==> config.mk <==
export PLATFORM = sky130hd
export DESIGN_NAME = shift_seq
export DESIGN_NICKNAME = d
export VERILOG_FILES = /design/src/rtl/shift_seq_pkg.sv /design/src/rtl/shift_seq_stage.sv /design/src/rtl/shift_seq.sv
export SDC_FILE = /design/constraint.sdc
export NUM_CORES = 1
export LEC_CHECK = 0
export ABC_CLOCK_PERIOD_IN_PS = 4000
export CAP_MARGIN = 20
export CORE_UTILIZATION = 62
export CTS_BUF_LIST = sky130_fd_sc_hd__clkbuf_4
export DETAILED_ROUTE_END_ITERATION = 8
export GPL_ROUTABILITY_DRIVEN = 0
export PLACE_DENSITY = 0.89
export SLEW_MARGIN = 20
export SYNTH_ARGS = -nofsm -noshare
export SYNTH_HDL_FRONTEND = slang
export SYNTH_HIERARCHICAL = 1
export SYNTH_SLANG_ARGS = --single-unit
==> constraint.sdc <==
create_clock -name clock -period 4 [get_ports clock]
set_input_delay 1.2 -clock clock [delete_from_list [all_inputs] [get_ports clock]]
set_output_delay 1.2 -clock clock [all_outputs]
set_load 0.01 [all_outputs]
==> src/rtl/shift_seq_pkg.sv <==
// Shared ALU shift-path definitions.
//   WIDTH / SHAMT_W : datapath and shift-amount widths
//   K_W             : width of the stage index (0 .. SHAMT_W-1)
//   OP_SLL / OP_SRA : shift opcode encoding
//   state_t         : sequencer state encoding
package shift_seq_pkg;

    localparam int WIDTH   = 32;
    localparam int SHAMT_W = 5;
    localparam int K_W     = $clog2(SHAMT_W);

    localparam logic OP_SLL = 1'b0;
    localparam logic OP_SRA = 1'b1;

    typedef enum logic [1:0] {
        ST_IDLE  = 2'd0,
        ST_SHIFT = 2'd1,
        ST_DONE  = 2'd2
    } state_t;

endpackage

==> src/rtl/shift_seq_stage.sv <==
// One binary stage of the shift path: shifts by 2^k when enabled,
// otherwise passes the word through. Purely combinational.
//   w   in  WIDTH  word entering the stage
//   k   in  K_W    stage index, 0..SHAMT_W-1 (distance 2^k)
//   op  in  1      OP_SLL (zero fill) or OP_SRA (sign fill)
//   en  in  1      apply the stage when high
//   y   out WIDTH  shifted or passed-through word
module shift_stage
    import shift_seq_pkg::*;
(
    input  logic [WIDTH-1:0] w,
    input  logic [K_W-1:0]   k,
    input  logic             op,
    input  logic             en,
    output logic [WIDTH-1:0] y
);

    // Fixed-distance stages, identical to the combinational barrel shifter.
    logic [WIDTH-1:0] sll_st [SHAMT_W];
    logic [WIDTH-1:0] sra_st [SHAMT_W];

    for (genvar i = 0; i < SHAMT_W; i++) begin : g_st
        assign sll_st[i] = w << (2 ** i);
        assign sra_st[i] = $signed(w) >>> (2 ** i);
    end

    always_comb begin
        y = w;
        if (en) begin
            case (k)
                3'd0:    y = (op == OP_SRA) ? sra_st[0] : sll_st[0];
                3'd1:    y = (op == OP_SRA) ? sra_st[1] : sll_st[1];
                3'd2:    y = (op == OP_SRA) ? sra_st[2] : sll_st[2];
                3'd3:    y = (op == OP_SRA) ? sra_st[3] : sll_st[3];
                3'd4:    y = (op == OP_SRA) ? sra_st[4] : sll_st[4];
                default: y = w;
            endcase
        end
    end

endmodule

==> src/rtl/shift_seq.sv <==
// Multicycle SLL/SRA unit: resolves the shift amount one binary stage per
// cycle, 16 down to 1, then pulses result_rdy for one cycle.
//   clock         in  1      rising-edge clock
//   reset         in  1      synchronous active-low reset
//   start         in  1      request strobe, accepted in IDLE or DONE
//   op            in  1      0 = SLL, 1 = SRA
//   data_operand  in  WIDTH  value to shift
//   shamt         in  SHAMT_W shift amount
//   busy          out 1      high while in SHIFT
//   result_rdy    out 1      one-cycle pulse in DONE
//   data_result   out WIDTH  last completed result, held until next completion
//
// state | meaning
// IDLE  | waiting for start
// SHIFT | applying stage k (4 down to 0), one per cycle
// DONE  | result valid, result_rdy high; start here chains a new request
module shift_seq #(
    parameter int WIDTH   = shift_seq_pkg::WIDTH,   // only 32 supported
    parameter int SHAMT_W = shift_seq_pkg::SHAMT_W
) (
    input  logic               clock,
    input  logic               reset,
    input  logic               start,
    input  logic               op,
    input  logic [WIDTH-1:0]   data_operand,
    input  logic [SHAMT_W-1:0] shamt,
    output logic               busy,
    output logic               result_rdy,
    output logic [WIDTH-1:0]   data_result
);

    localparam int K_W = shift_seq_pkg::K_W;
    localparam logic [K_W-1:0] K_TOP = K_W'(SHAMT_W - 1);

    shift_seq_pkg::state_t state;
    logic [K_W-1:0]     k;
    logic [WIDTH-1:0]   w;
    logic [SHAMT_W-1:0] shamt_q;
    logic               op_q;
    logic [WIDTH-1:0]   stage_out;

    shift_stage u_stage (
        .w  (w),
        .k  (k),
        .op (op_q),
        .en (shamt_q[k]),
        .y  (stage_out)
    );

    // busy/result_rdy are registered alongside the state so they are pure
    // state decodes with no path from the inputs.
    always_ff @(posedge clock) begin
        if (!reset) begin
            state       <= shift_seq_pkg::ST_IDLE;
            k           <= K_TOP;
            w           <= '0;
            shamt_q     <= '0;
            op_q        <= shift_seq_pkg::OP_SLL;
            data_result <= '0;
            busy        <= 1'b0;
            result_rdy  <= 1'b0;
        end else begin
            case (state)
                shift_seq_pkg::ST_IDLE,
                shift_seq_pkg::ST_DONE: begin
                    result_rdy <= 1'b0;
                    if (start) begin
                        w       <= data_operand;
                        shamt_q <= shamt;
                        op_q    <= op;
                        k       <= K_TOP;
                        state   <= shift_seq_pkg::ST_SHIFT;
                        busy    <= 1'b1;
                    end else begin
                        state <= shift_seq_pkg::ST_IDLE;
                        busy  <= 1'b0;
                    end
                end
                shift_seq_pkg::ST_SHIFT: begin
                    w <= stage_out;
                    if (k == '0) begin
                        data_result <= stage_out;
                        state       <= shift_seq_pkg::ST_DONE;
                        busy        <= 1'b0;
                        result_rdy  <= 1'b1;
                    end else begin
                        k <= k - 1'b1;
                    end
                end
                default: begin
                    state      <= shift_seq_pkg::ST_IDLE;
                    busy       <= 1'b0;
                    result_rdy <= 1'b0;
                end
            endcase
        end
    end

endmodule
# Word level (Yosys, flattened, before mapping)
# Index checks and enable logic that the tools add are counted.
[totals]
reg_bits = 77
in_bits = 41
word_cells = 48
[op_classes]
n_addsub = 1
order_cmp = 1
eq_ne = 9
n_mux = 20
n_reduce_logical = 9
[ops]
columns = ["op", "n"]
rows = [
  ["32-bit two-way mux", 7],
  ["32-bit case mux with 5 select lines", 1],
  ["32-bit case mux with 2 select lines", 1],
  ["2-bit AND reduction", 4],
  ["3-bit by 2-bit equality test with 1-bit output (second input constant)", 2],
  ["3-bit two-way mux", 2],
  ["2-bit != test (second input constant)", 3],
  ["3-bit case mux with 2 select lines", 1],
  ["3-bit by 4-bit less-than comparator with 1-bit output (second input constant)", 1],
  ["1-bit two-way mux", 4],
  ["2-bit case mux with 2 select lines", 1],
  ["1-bit binary-select mux with 3-bit select", 1],
  ["3-bit by 1-bit equality test with 1-bit output (second input constant)", 1],
  ["3-bit equality test (second input constant)", 1],
  ["3-bit logical NOT", 1],
  ["3-bit AND reduction", 1],
  ["3-bit by 1-bit subtractor with 3-bit output (second input constant)", 1],
  ["2-bit by 1-bit equality test with 1-bit output (second input constant)", 1],
  ["2-bit equality test (second input constant)", 1],
  ["2-bit logical NOT", 1],
  ["2-bit two-way mux", 1],
  ["1-bit case mux with 2 select lines", 1],
  ["2-bit nonzero test", 1],
  ["2-bit OR reduction", 1],
]

# Logic depth before layout (Yosys ltp)
# Gate-level depths: netlist of the first run.
[logic_depth]
depth_word = 4
mapped_depth = 10

# By module
# The synthesis of the first run kept the hierarchy.
[modules_own_cells]
columns = ["mod", "n_inst", "cells_per_inst", "area_each_um2"]
rows = [
  ["shift_seq", 1, 384, 3148.0],
  ["shift_stage", 1, 378, 2193.4],
]

# Worst setup path after synthesis of the first run
# OpenSTA, ideal clock, no wires.
[synth_path]
path_type = "flip-flop to flip-flop"
from = "register k[0]"
to = "register w[0]"
arrival_time_ps = 2036
t_required_ps = 3926
slack_ps = 1890
stages_incl_launch_ff = 9
path_buffers = 1
period_less_slack_ps = 2110
path_cell_list = "dfxtp_1 inv_1 or3_1 o311ai_0 nand2_1 clkbuf_1 o31ai_1 o21ai_0 a31oi_1"
[synth_via]
elab_chain_cells = 4
word_cells_on_any_way = 10
cone_classes = "eq/ne: 4; mux: 5; reduce/logical: 1"
[synth_lines]
columns = ["item", "line", "source"]
rows = [
  ["start, declared", "shift_seq.sv:36", "logic [K_W-1:0] k;"],
  ["start signal, assigned", "shift_seq.sv:87", "k <= k - 1'b1;"],
  ["3-bit equality test (tied with other cells)", "shift_seq_stage.sv:30", "case (k)"],
  ["32-bit case mux with 5 select lines / 1-bit two-way mux (equally long branches)", "shift_seq_stage.sv:30, shift_seq.sv:46", ""],
  ["32-bit two-way mux (*)", "shift_seq_stage.sv:29", "if (en) begin"],
  ["named net stage_out[0]", "shift_seq.sv:40", "logic [WIDTH-1:0] stage_out;"],
  ["32-bit case mux with 2 select lines (*)", "shift_seq.sv:63", "case (state)"],
  ["end signal, assigned", "shift_seq.sv:68", "w <= data_operand;"],
  ["end signal, assigned", "shift_seq.sv:80", "w <= stage_out;"],
  ["end, declared", "shift_seq.sv:37", "logic [WIDTH-1:0] w;"],
]
# Mark *: on every way through the listed nets, which the timed path passes. The rest lies on a longest branch. The select of a mux whose other input is x is not followed.
# A chain may end at the register's enable or synchronous reset.

# Final worst setup path of the first run
[layout_path]
from = "register k[2]"
to = "register w[5]"
# Same word-level chain as after synthesis.

==> run_summary.xml, run 1 <==
<?xml version="1.0" encoding="UTF-8"?>
<metrics>
  <group name="synthesis">
    <metric name="post_synth_instance_area" unit="mm²">0.00534</metric>
    <metric name="postSynthCellCount" unit="">762</metric>
    <metric name="ys_types" unit="">61</metric>
    <metric name="mappedNetlistNets" unit="">805</metric>
    <metric name="synth_warnings" unit="">6</metric>
    <metric name="ys.flop_type" unit="">sky130_fd_sc_hd__dfxtp_1</metric>
    <metric name="avgSynthCellArea" unit="µm²">7.01</metric>
    <metric name="count_of_flip_flops_with_a_built_in_enable_after_synthesis" unit="">0</metric>
    <metric name="synth.ff_latch_count" unit="">77</metric>
    <metric name="ys_async_sr_fraction" unit="%">0</metric>
    <metric name="synth-seq-area-share" unit="%">28.9</metric>
  </group>
  <group name="routing">
    <metric name="route.vias.total" unit="">6181</metric>
    <metric name="drt_pass1_iterations" unit="">9</metric>
    <metric name="detail_route.vias_per_cell" unit="">6.86</metric>
    <metric name="route.detailed.drc" unit="">155</metric>
    <metric name="detail-route-antenna-nets" unit="">0</metric>
    <metric name="wire_per_inst" unit="µm">19.3</metric>
    <metric name="detail_route.wirelength" unit="mm">17.3</metric>
    <metric name="detailed_route_iter0_violations" unit="">1237</metric>
  </group>
  <group name="critical_path">
    <metric name="worstSetupPathType" unit="">reg -&gt; reg</metric>
    <metric name="critical_path.max_fanout" unit="">36</metric>
    <metric name="worst_ep_arrival_time" unit="ps">3590</metric>
    <metric name="r2r_cells" unit="">6</metric>
    <metric name="crit_path_start_kind" unit="">register</metric>
    <metric name="cp-end-kind" unit="">register</metric>
    <metric name="worst-endpoint-required" unit="ps">4290</metric>
  </group>
  <group name="sta">
    <metric name="fin_crit" unit="ps">3300</metric>
    <metric name="fin_worst_skew" unit="ps">31.0</metric>
    <metric name="hold_slack" unit="ps">463</metric>
    <metric name="final_hold_viol_count" unit="">0</metric>
    <metric name="setup-violations-final" unit="">0</metric>
    <metric name="max_slew.worst_pin.slew" unit="ps">1100</metric>
    <metric name="setup_repair_after_global_routing_missed_its_margin" unit="">false</metric>
    <metric name="setup_tns" unit="ps">0</metric>
    <metric name="finalCritPeriodShare" unit="%">82.5</metric>
    <metric name="timing.slew.headroom" unit="%">26.9</metric>
    <metric name="timing.final.max_slew_violations" unit="">0</metric>
    <metric name="fmax" unit="MHz">303</metric>
  </group>
  <group name="power_and_ir_drop">
    <metric name="power.ir.vdd_worst" unit="V">0.000230</metric>
    <metric name="power_leakage" unit="µW">0.00196</metric>
    <metric name="cellPowerDensity" unit="mW/mm²">317</metric>
  </group>
  <group name="final_layout">
    <metric name="drive_above_1_share" unit="%">5.15</metric>
    <metric name="mostFrequentLayoutCells" unit="">sky130_fd_sc_hd__nand2_1, sky130_fd_sc_hd__a21oi_1, sky130_fd_sc_hd__dfxtp_1, sky130_fd_sc_hd__clkdlybuf4s50_1, sky130_fd_sc_hd__a31oi_1</metric>
    <metric name="final-instance-count-excl-fill" unit="">901</metric>
    <metric name="area_growth_syn_to_layout" unit="%">13.8</metric>
    <metric name="net_count_reported_at_finish" unit="">834</metric>
    <metric name="insertedDiodeCount" unit="">0</metric>
    <metric name="mostFrequentLayoutCell" unit="">sky130_fd_sc_hd__nand2_1</metric>
  </group>
  <group name="clocking">
    <metric name="clock-root-buffer" unit="">sky130_fd_sc_hd__clkbuf_4</metric>
    <metric name="cts_hold_buf" unit="">0</metric>
    <metric name="clock_insertion_delay_worst_skew" unit="ps">460</metric>
    <metric name="h-tree-depth" unit="">3</metric>
    <metric name="post_cts_buffers" unit="">0</metric>
    <metric name="total_clock_sinks" unit="">77</metric>
    <metric name="cts_tree" unit="">built</metric>
    <metric name="post_cts_resized" unit="">0</metric>
    <metric name="clock_pin_slew_reported_for_the_worst_setup_and_hold_paths_after_clock_tree_synthesis" unit="ps">150</metric>
    <metric name="clock_tree.buffer_depth" unit="">2</metric>
    <metric name="numCtsBuffers" unit="">9</metric>
  </group>
  <group name="floorplanning">
    <metric name="ioPinCount" unit="">75</metric>
    <metric name="start_util" unit="%">64.7</metric>
    <metric name="core_area" unit="mm²">0.00826</metric>
    <metric name="die_height" unit="µm">94.8</metric>
    <metric name="floorplan.rows" unit="">33</metric>
    <metric name="die_area" unit="mm²">0.00899</metric>
    <metric name="die-width" unit="µm">94.8</metric>
  </group>
  <group name="global_route">
    <metric name="antenna_violations_before_repair" unit="">0</metric>
    <metric name="grt_pass1_vias" unit="">5585</metric>
    <metric name="grtUsageTotal" unit="%">40.0</metric>
    <metric name="grt_first_pass_wirelength" unit="mm">28.0</metric>
    <metric name="maximum_number_of_pins_on_one_net_before_global_route_repair" unit="">77</metric>
    <metric name="global_route.overflow_total" unit="">0</metric>
  </group>
  <group name="placed_design">
    <metric name="port_buffers" unit="">74</metric>
    <metric name="placed_cells_incl_taps" unit="">885</metric>
    <metric name="place_hpwl" unit="mm">11.8</metric>
  </group>
  <group name="status">
    <metric name="outcome" unit="">finished, violations left</metric>
    <metric name="violations" unit="">DRC</metric>
  </group>
  <group name="min_path">
    <metric name="timing.hold.worst.class" unit="">reg -&gt; reg</metric>
    <metric name="min_delay_path_depth" unit="">2</metric>
  </group>
  <group name="run">
    <metric name="cap_viol_max_count" unit="">0</metric>
  </group>
</metrics>
## cell type report
cell class | count | area (µm²)
Sequential cell | 77 | 1540
Inverter | 8 | 30.0
Fill cell | 635 | 2180
Multi-Input combinational cell | 606 | 3380
Clock inverter | 7 | 72.6
Timing Repair Buffer | 89 | 851
Tap cell | 105 | 131
Clock buffer | 9 | 67.6
## metrics by stage
step	util (%)	total power, µW	setup slack (ps)	instance area, µm²
floorplan	-	1250	1890	5340
detailed placement	71.8	1410	863	5930
global placement	71.8	1400	993	5930
finish	73.6	1930	699	6080
CTS	73.5	1890	854	6070
global route	73.6	2000	370	6080
## worst max-delay path, stage by stage, from the launching register on
cell and delay, ps:
sky130_fd_sc_hd__dfxtp_1 1080, sky130_fd_sc_hd__or3_1 760, sky130_fd_sc_hd__a21oi_1 70, sky130_fd_sc_hd__a2111oi_0 690
sky130_fd_sc_hd__o21ai_0 190, sky130_fd_sc_hd__o21ai_0 250, sky130_fd_sc_hd__a31oi_1 70
## path summary, 6_finish.rpt
| kind | end | slack [ps] | startpoint |
|---|---|---|---|
| max | w[5] | 700 | k[2] |
| min | data_result[6] | 460 | data_result[6] |
| max reg2reg | w[5] | 700 | k[2] |
| min reg2reg | data_result[6] | 460 | data_result[6] |
## cell families after synthesis
group	Yosys count	synth area share [%]
buffers and inverters	79	7.92
AO/OA/AOI/OAI	288	33.4
AND/OR/NAND/NOR	299	25.8
multiplexers	17	3.49
flip-flops	77	28.9
adder cells (fa/ha/maj)	2	0.468
## cells in the mapped netlist (5+ instances only)
master                      number  share of area (%)
sky130_fd_sc_hd__dfxtp_1        77                 29
sky130_fd_sc_hd__buf_4          11                1.5
sky130_fd_sc_hd__a2111oi_0       5               0.82
sky130_fd_sc_hd__nor2b_1         5               0.59
sky130_fd_sc_hd__nand3_1         5               0.47
sky130_fd_sc_hd__a21boi_1       31                4.4
sky130_fd_sc_hd__a31oi_1        46                5.4
sky130_fd_sc_hd__buf_6           5                1.1
sky130_fd_sc_hd__o211ai_1       12                1.7
sky130_fd_sc_hd__nand2b_1       30                3.5
sky130_fd_sc_hd__nor4_1         13                1.5
sky130_fd_sc_hd__mux2i_1        13                2.4
sky130_fd_sc_hd__o21ai_1         6               0.56
sky130_fd_sc_hd__inv_1           8               0.56
sky130_fd_sc_hd__a21boi_0       11                1.5
sky130_fd_sc_hd__o21ai_0        44                4.1
sky130_fd_sc_hd__nand2_1       187                 13
sky130_fd_sc_hd__a21oi_1        96                9.0
sky130_fd_sc_hd__a22o_1          5               0.82
sky130_fd_sc_hd__nor2_1         26                1.8
sky130_fd_sc_hd__buf_2          37                3.5
sky130_fd_sc_hd__clkbuf_1       17                1.2
## where the power goes
part / internal (µW) / leakage, µW / total [µW] / switching (µW)
sequential: 815 / 0.000630 / 934 / 119
clock: 193 / 0.0000743 / 494 / 301
combinational: 204 / 0.00126 / 497 / 293
total: 1210 / 0.00196 / 1930 / 713
## sequential cells by signal, summed over array words and instances (netlist names)
| register | cells |
|---|---|
| shamt_q | 5 |
| result_rdy | 1 |
| busy | 1 |
| state | 2 |
| w | 32 |
| data_result | 32 |
| k | 3 |
| op_q | 1 |
## metal layers
| layer | routed length [µm] | GRT usage [%] |
|---|---|---|
| met5 | 0 | 0 |
| met3 | 2340 | 11.9 |
| met1 | 6590 | 52.5 |
| met2 | 7350 | 58.9 |
| met4 | 1070 | 20.8 |
Note: power is estimated with default switching activity, not from simulation.
==> inputs of run 2 (changes only) <==
--- a/config.mk
+++ b/config.mk
@@ -5,13 +5,13 @@
 export SDC_FILE = /design/constraint.sdc
 export NUM_CORES = 1
 export LEC_CHECK = 0
-export ABC_CLOCK_PERIOD_IN_PS = 4000
+export ABC_CLOCK_PERIOD_IN_PS = 3140
 export CAP_MARGIN = 20
-export CORE_UTILIZATION = 62
+export CORE_UTILIZATION = 57
 export CTS_BUF_LIST = sky130_fd_sc_hd__clkbuf_4
 export DETAILED_ROUTE_END_ITERATION = 8
 export GPL_ROUTABILITY_DRIVEN = 0
-export PLACE_DENSITY = 0.89
+export PLACE_DENSITY = 0.83
 export SLEW_MARGIN = 20
 export SYNTH_ARGS = -nofsm -noshare
 export SYNTH_HDL_FRONTEND = slang
==> constraint.sdc (replaced) <==
create_clock -name clock -period 3.14 [get_ports clock]
set_input_delay 0.942 -clock clock [delete_from_list [all_inputs] [get_ports clock]]
set_output_delay 0.942 -clock clock [all_outputs]
set_load 0.01 [all_outputs]
==> run 2 against run 1 <==
Net effect:
- the flow still finishes with violations (DRC)
- register-to-register slack worse by 520 ps
- largest power group unchanged
- sequential power grew 25%
- via count barely moved
- sequential cell count is the same
- maximum frequency increased by 12%
- cell count up 1.0%
- critical endpoint is now w[20]
- combinational power grew 34%
- critical path type unchanged
==> run_summary.xml, run 2 (synthesized netlist as in run 1, its figures left out) <==
<?xml version="1.0" encoding="UTF-8"?>
<metrics>
  <group name="status">
    <metric name="outcome" unit="">finished, violations left</metric>
    <metric name="violations" unit="">DRC</metric>
  </group>
  <group name="critical_path">
    <metric name="worst_path_most_repeated_cell" unit="">sky130_fd_sc_hd__a31oi_1</metric>
    <metric name="worst-endpoint-required" unit="ps">3510</metric>
    <metric name="worstSetupPathType" unit="">reg -&gt; reg</metric>
    <metric name="crit_path_start_kind" unit="">register</metric>
    <metric name="crit_chain" unit="">buf_4, or3b_1, a21oi_1, nor4_1, a31oi_1, o21ai_0, a31oi_1</metric>
    <metric name="critical-path-max-stage-delay" unit="ps">620</metric>
    <metric name="critical_path.slowest_cell" unit="">sky130_fd_sc_hd__or3b_1</metric>
    <metric name="cp-end-kind" unit="">register</metric>
    <metric name="critical_path.max_fanout" unit="">31</metric>
    <metric name="worst_ep_arrival_time" unit="ps">3330</metric>
    <metric name="worst_path_dominant_cell_family" unit="">simple AND/OR/NAND/NOR gates</metric>
    <metric name="critPathBufInv" unit="">1</metric>
  </group>
  <group name="clocking">
    <metric name="cts_hold_buf" unit="">0</metric>
    <metric name="h-tree-depth" unit="">3</metric>
    <metric name="clock_insertion_delay_worst_skew" unit="ps">490</metric>
    <metric name="clock_pin_slew_reported_for_the_worst_setup_and_hold_paths_after_clock_tree_synthesis" unit="ps">190</metric>
    <metric name="cts_tree" unit="">built</metric>
    <metric name="post_cts_resized" unit="">0</metric>
    <metric name="total_clock_sinks" unit="">77</metric>
    <metric name="clock_tree.buffer_depth" unit="">2</metric>
    <metric name="post_cts_buffers" unit="">0</metric>
    <metric name="numCtsBuffers" unit="">9</metric>
    <metric name="clock-root-buffer" unit="">sky130_fd_sc_hd__clkbuf_4</metric>
  </group>
  <group name="final_layout">
    <metric name="insertedDiodeCount" unit="">0</metric>
    <metric name="final-instance-count-excl-fill" unit="">910</metric>
    <metric name="fill_cells" unit="">730</metric>
    <metric name="net_count_reported_at_finish" unit="">840</metric>
    <metric name="seqCellArea" unit="mm²">0.00154</metric>
    <metric name="mostFrequentLayoutCell" unit="">sky130_fd_sc_hd__nand2_1</metric>
    <metric name="combined_area_of_the_multi_input_logic_cells" unit="mm²">0.00338</metric>
    <metric name="area_growth_syn_to_layout" unit="%">14.6</metric>
    <metric name="reg.largest.list" unit="">data_result (32), w (32), shamt_q (5)</metric>
    <metric name="drive_above_1_share" unit="%">5.74</metric>
    <metric name="mostFrequentLayoutCells" unit="">sky130_fd_sc_hd__nand2_1, sky130_fd_sc_hd__a21oi_1, sky130_fd_sc_hd__dfxtp_1, sky130_fd_sc_hd__clkdlybuf4s50_1, sky130_fd_sc_hd__a31oi_1</metric>
  </group>
  <group name="routing">
    <metric name="route.detailed.drc" unit="">31</metric>
    <metric name="wire_per_inst" unit="µm">19.7</metric>
    <metric name="detail-route-antenna-nets" unit="">0</metric>
    <metric name="detail_route.vias_per_cell" unit="">6.79</metric>
    <metric name="drt_pass1_iterations" unit="">9</metric>
    <metric name="detailed_route_iter0_violations" unit="">1170</metric>
    <metric name="route.vias.total" unit="">6179</metric>
    <metric name="detail_route.wirelength" unit="mm">17.9</metric>
  </group>
  <group name="power_and_ir_drop">
    <metric name="netSwitchingFraction" unit="%">40.0</metric>
    <metric name="share_comb_of_total_power" unit="%">27.0</metric>
    <metric name="power_leakage" unit="µW">0.00198</metric>
    <metric name="seq_power_share" unit="%">47.6</metric>
    <metric name="cellPowerDensity" unit="mW/mm²">402</metric>
    <metric name="p_int" unit="µW">1480</metric>
    <metric name="power.ir.vdd_worst" unit="V">0.000284</metric>
    <metric name="power.net_switching" unit="µW">986</metric>
    <metric name="power_frac_clock" unit="%">25.3</metric>
  </group>
  <group name="global_route">
    <metric name="groute.layer.met2.usage" unit="%">54.5</metric>
    <metric name="global_route.overflow_total" unit="">0</metric>
    <metric name="grt_util_met1" unit="%">49.2</metric>
    <metric name="grt-busiest-layer" unit="">met2</metric>
    <metric name="gr-usage-met3" unit="%">9.15</metric>
    <metric name="maximum_number_of_pins_on_one_net_before_global_route_repair" unit="">72</metric>
    <metric name="grt_pass1_vias" unit="">5798</metric>
    <metric name="grt_first_pass_wirelength" unit="mm">28.9</metric>
    <metric name="grtUsageTotal" unit="%">37.2</metric>
    <metric name="antenna_violations_before_repair" unit="">0</metric>
  </group>
  <group name="placed_design">
    <metric name="port_buffers" unit="">74</metric>
    <metric name="placed_cells_incl_taps" unit="">894</metric>
    <metric name="place_hpwl" unit="mm">12.2</metric>
    <metric name="pre_cts_ws" unit="ps">512</metric>
  </group>
  <group name="floorplanning">
    <metric name="die_height" unit="µm">98.8</metric>
    <metric name="die_area" unit="mm²">0.00976</metric>
    <metric name="core_area" unit="mm²">0.00889</metric>
    <metric name="ioPinCount" unit="">75</metric>
    <metric name="start_util" unit="%">60.1</metric>
    <metric name="floorplan.rows" unit="">34</metric>
    <metric name="die-width" unit="µm">98.8</metric>
  </group>
  <group name="sta">
    <metric name="timing.slew.headroom" unit="%">35.2</metric>
    <metric name="finalCritPeriodShare" unit="%">94.2</metric>
    <metric name="max_slew.worst_pin.slew" unit="ps">960</metric>
    <metric name="fin_worst_skew" unit="ps">42.1</metric>
    <metric name="fmax" unit="MHz">338</metric>
    <metric name="setup-violations-final" unit="">0</metric>
    <metric name="setup_repair_after_global_routing_missed_its_margin" unit="">false</metric>
    <metric name="timing.final.max_slew_violations" unit="">0</metric>
    <metric name="final_critical_path_setup_slack" unit="ps">181</metric>
    <metric name="final_hold_viol_count" unit="">0</metric>
    <metric name="setup_tns" unit="ps">0</metric>
    <metric name="fin_crit" unit="ps">2960</metric>
  </group>
  <group name="min_path">
    <metric name="timing.hold.worst.class" unit="">reg -&gt; reg</metric>
  </group>
  <group name="run">
    <metric name="cap_viol_max_count" unit="">0</metric>
  </group>
</metrics>
## run 2: changes by cell type in the layout (fill, tap and decap cells not counted), sizes merged
cell      delta
inv          +1
clkinvlp     +1
buf          +6
clkinv       -1
bufinv       -1
## run 2: worst reg2reg max path: cells and delay by family (launching register included)
family	cells	cell delay [ps]
compound gates	4	890
buf+inv	1	340
flops	1	430
simple gates	2	1210
## run 2: cell type report
class | instances | area share [%]
Clock inverter | 7 | 0.920
Sequential cell | 77 | 25.2
Clock buffer | 9 | 1.10
Tap cell | 108 | 2.21
Multi-Input combinational cell | 606 | 55.3
Timing Repair Buffer | 95 | 14.8
Inverter | 8 | 0.490
## run 2: final timing paths
check,cells past startpoint,end,start,slack [ps]
setup reg to reg,7,w[20],k[1],180
setup / recovery,7,w[20],k[1],180
hold reg to reg,2,data_result[23],data_result[23],470
hold / removal,2,data_result[23],data_result[23],470
## run 2: power groups by stage
| stage | registers [µW] | clock network [µW] | logic, µW |
|---|---|---|---|
| 2_1_floorplan | 1120 | 0 | 468 |
| 3_3_place_gp | 1180 | 0 | 613 |
| 3_5_place_dp | 1180 | 0 | 634 |
| 4_1_cts | 1160 | 606 | 637 |
| 5_1_grt | 1170 | 662 | 720 |
| 6_report | 1170 | 624 | 666 |
## run 2: metrics by stage
stage / hold slack [ps] / util, % / total power [µW] / area, µm²
6_report: 465 / 68.9 / 2460 / 6120
3_5_place_dp: 448 / 67.4 / 1810 / 5990
5_1_grt: 487 / 68.9 / 2550 / 6120
3_3_place_gp: 443 / 67.4 / 1790 / 5990
4_1_cts: 467 / 68.8 / 2400 / 6120
2_1_floorplan: 443 / - / 1590 / 5340
## run 2: routing by layer
metal | vias up | part of all wire [%]
li1 | 2796 | -
met1 | 2760 | 39
met2 | 489 | 42
met3 | 134 | 14
met4 | 0 | 5.7
met5 | - | 0
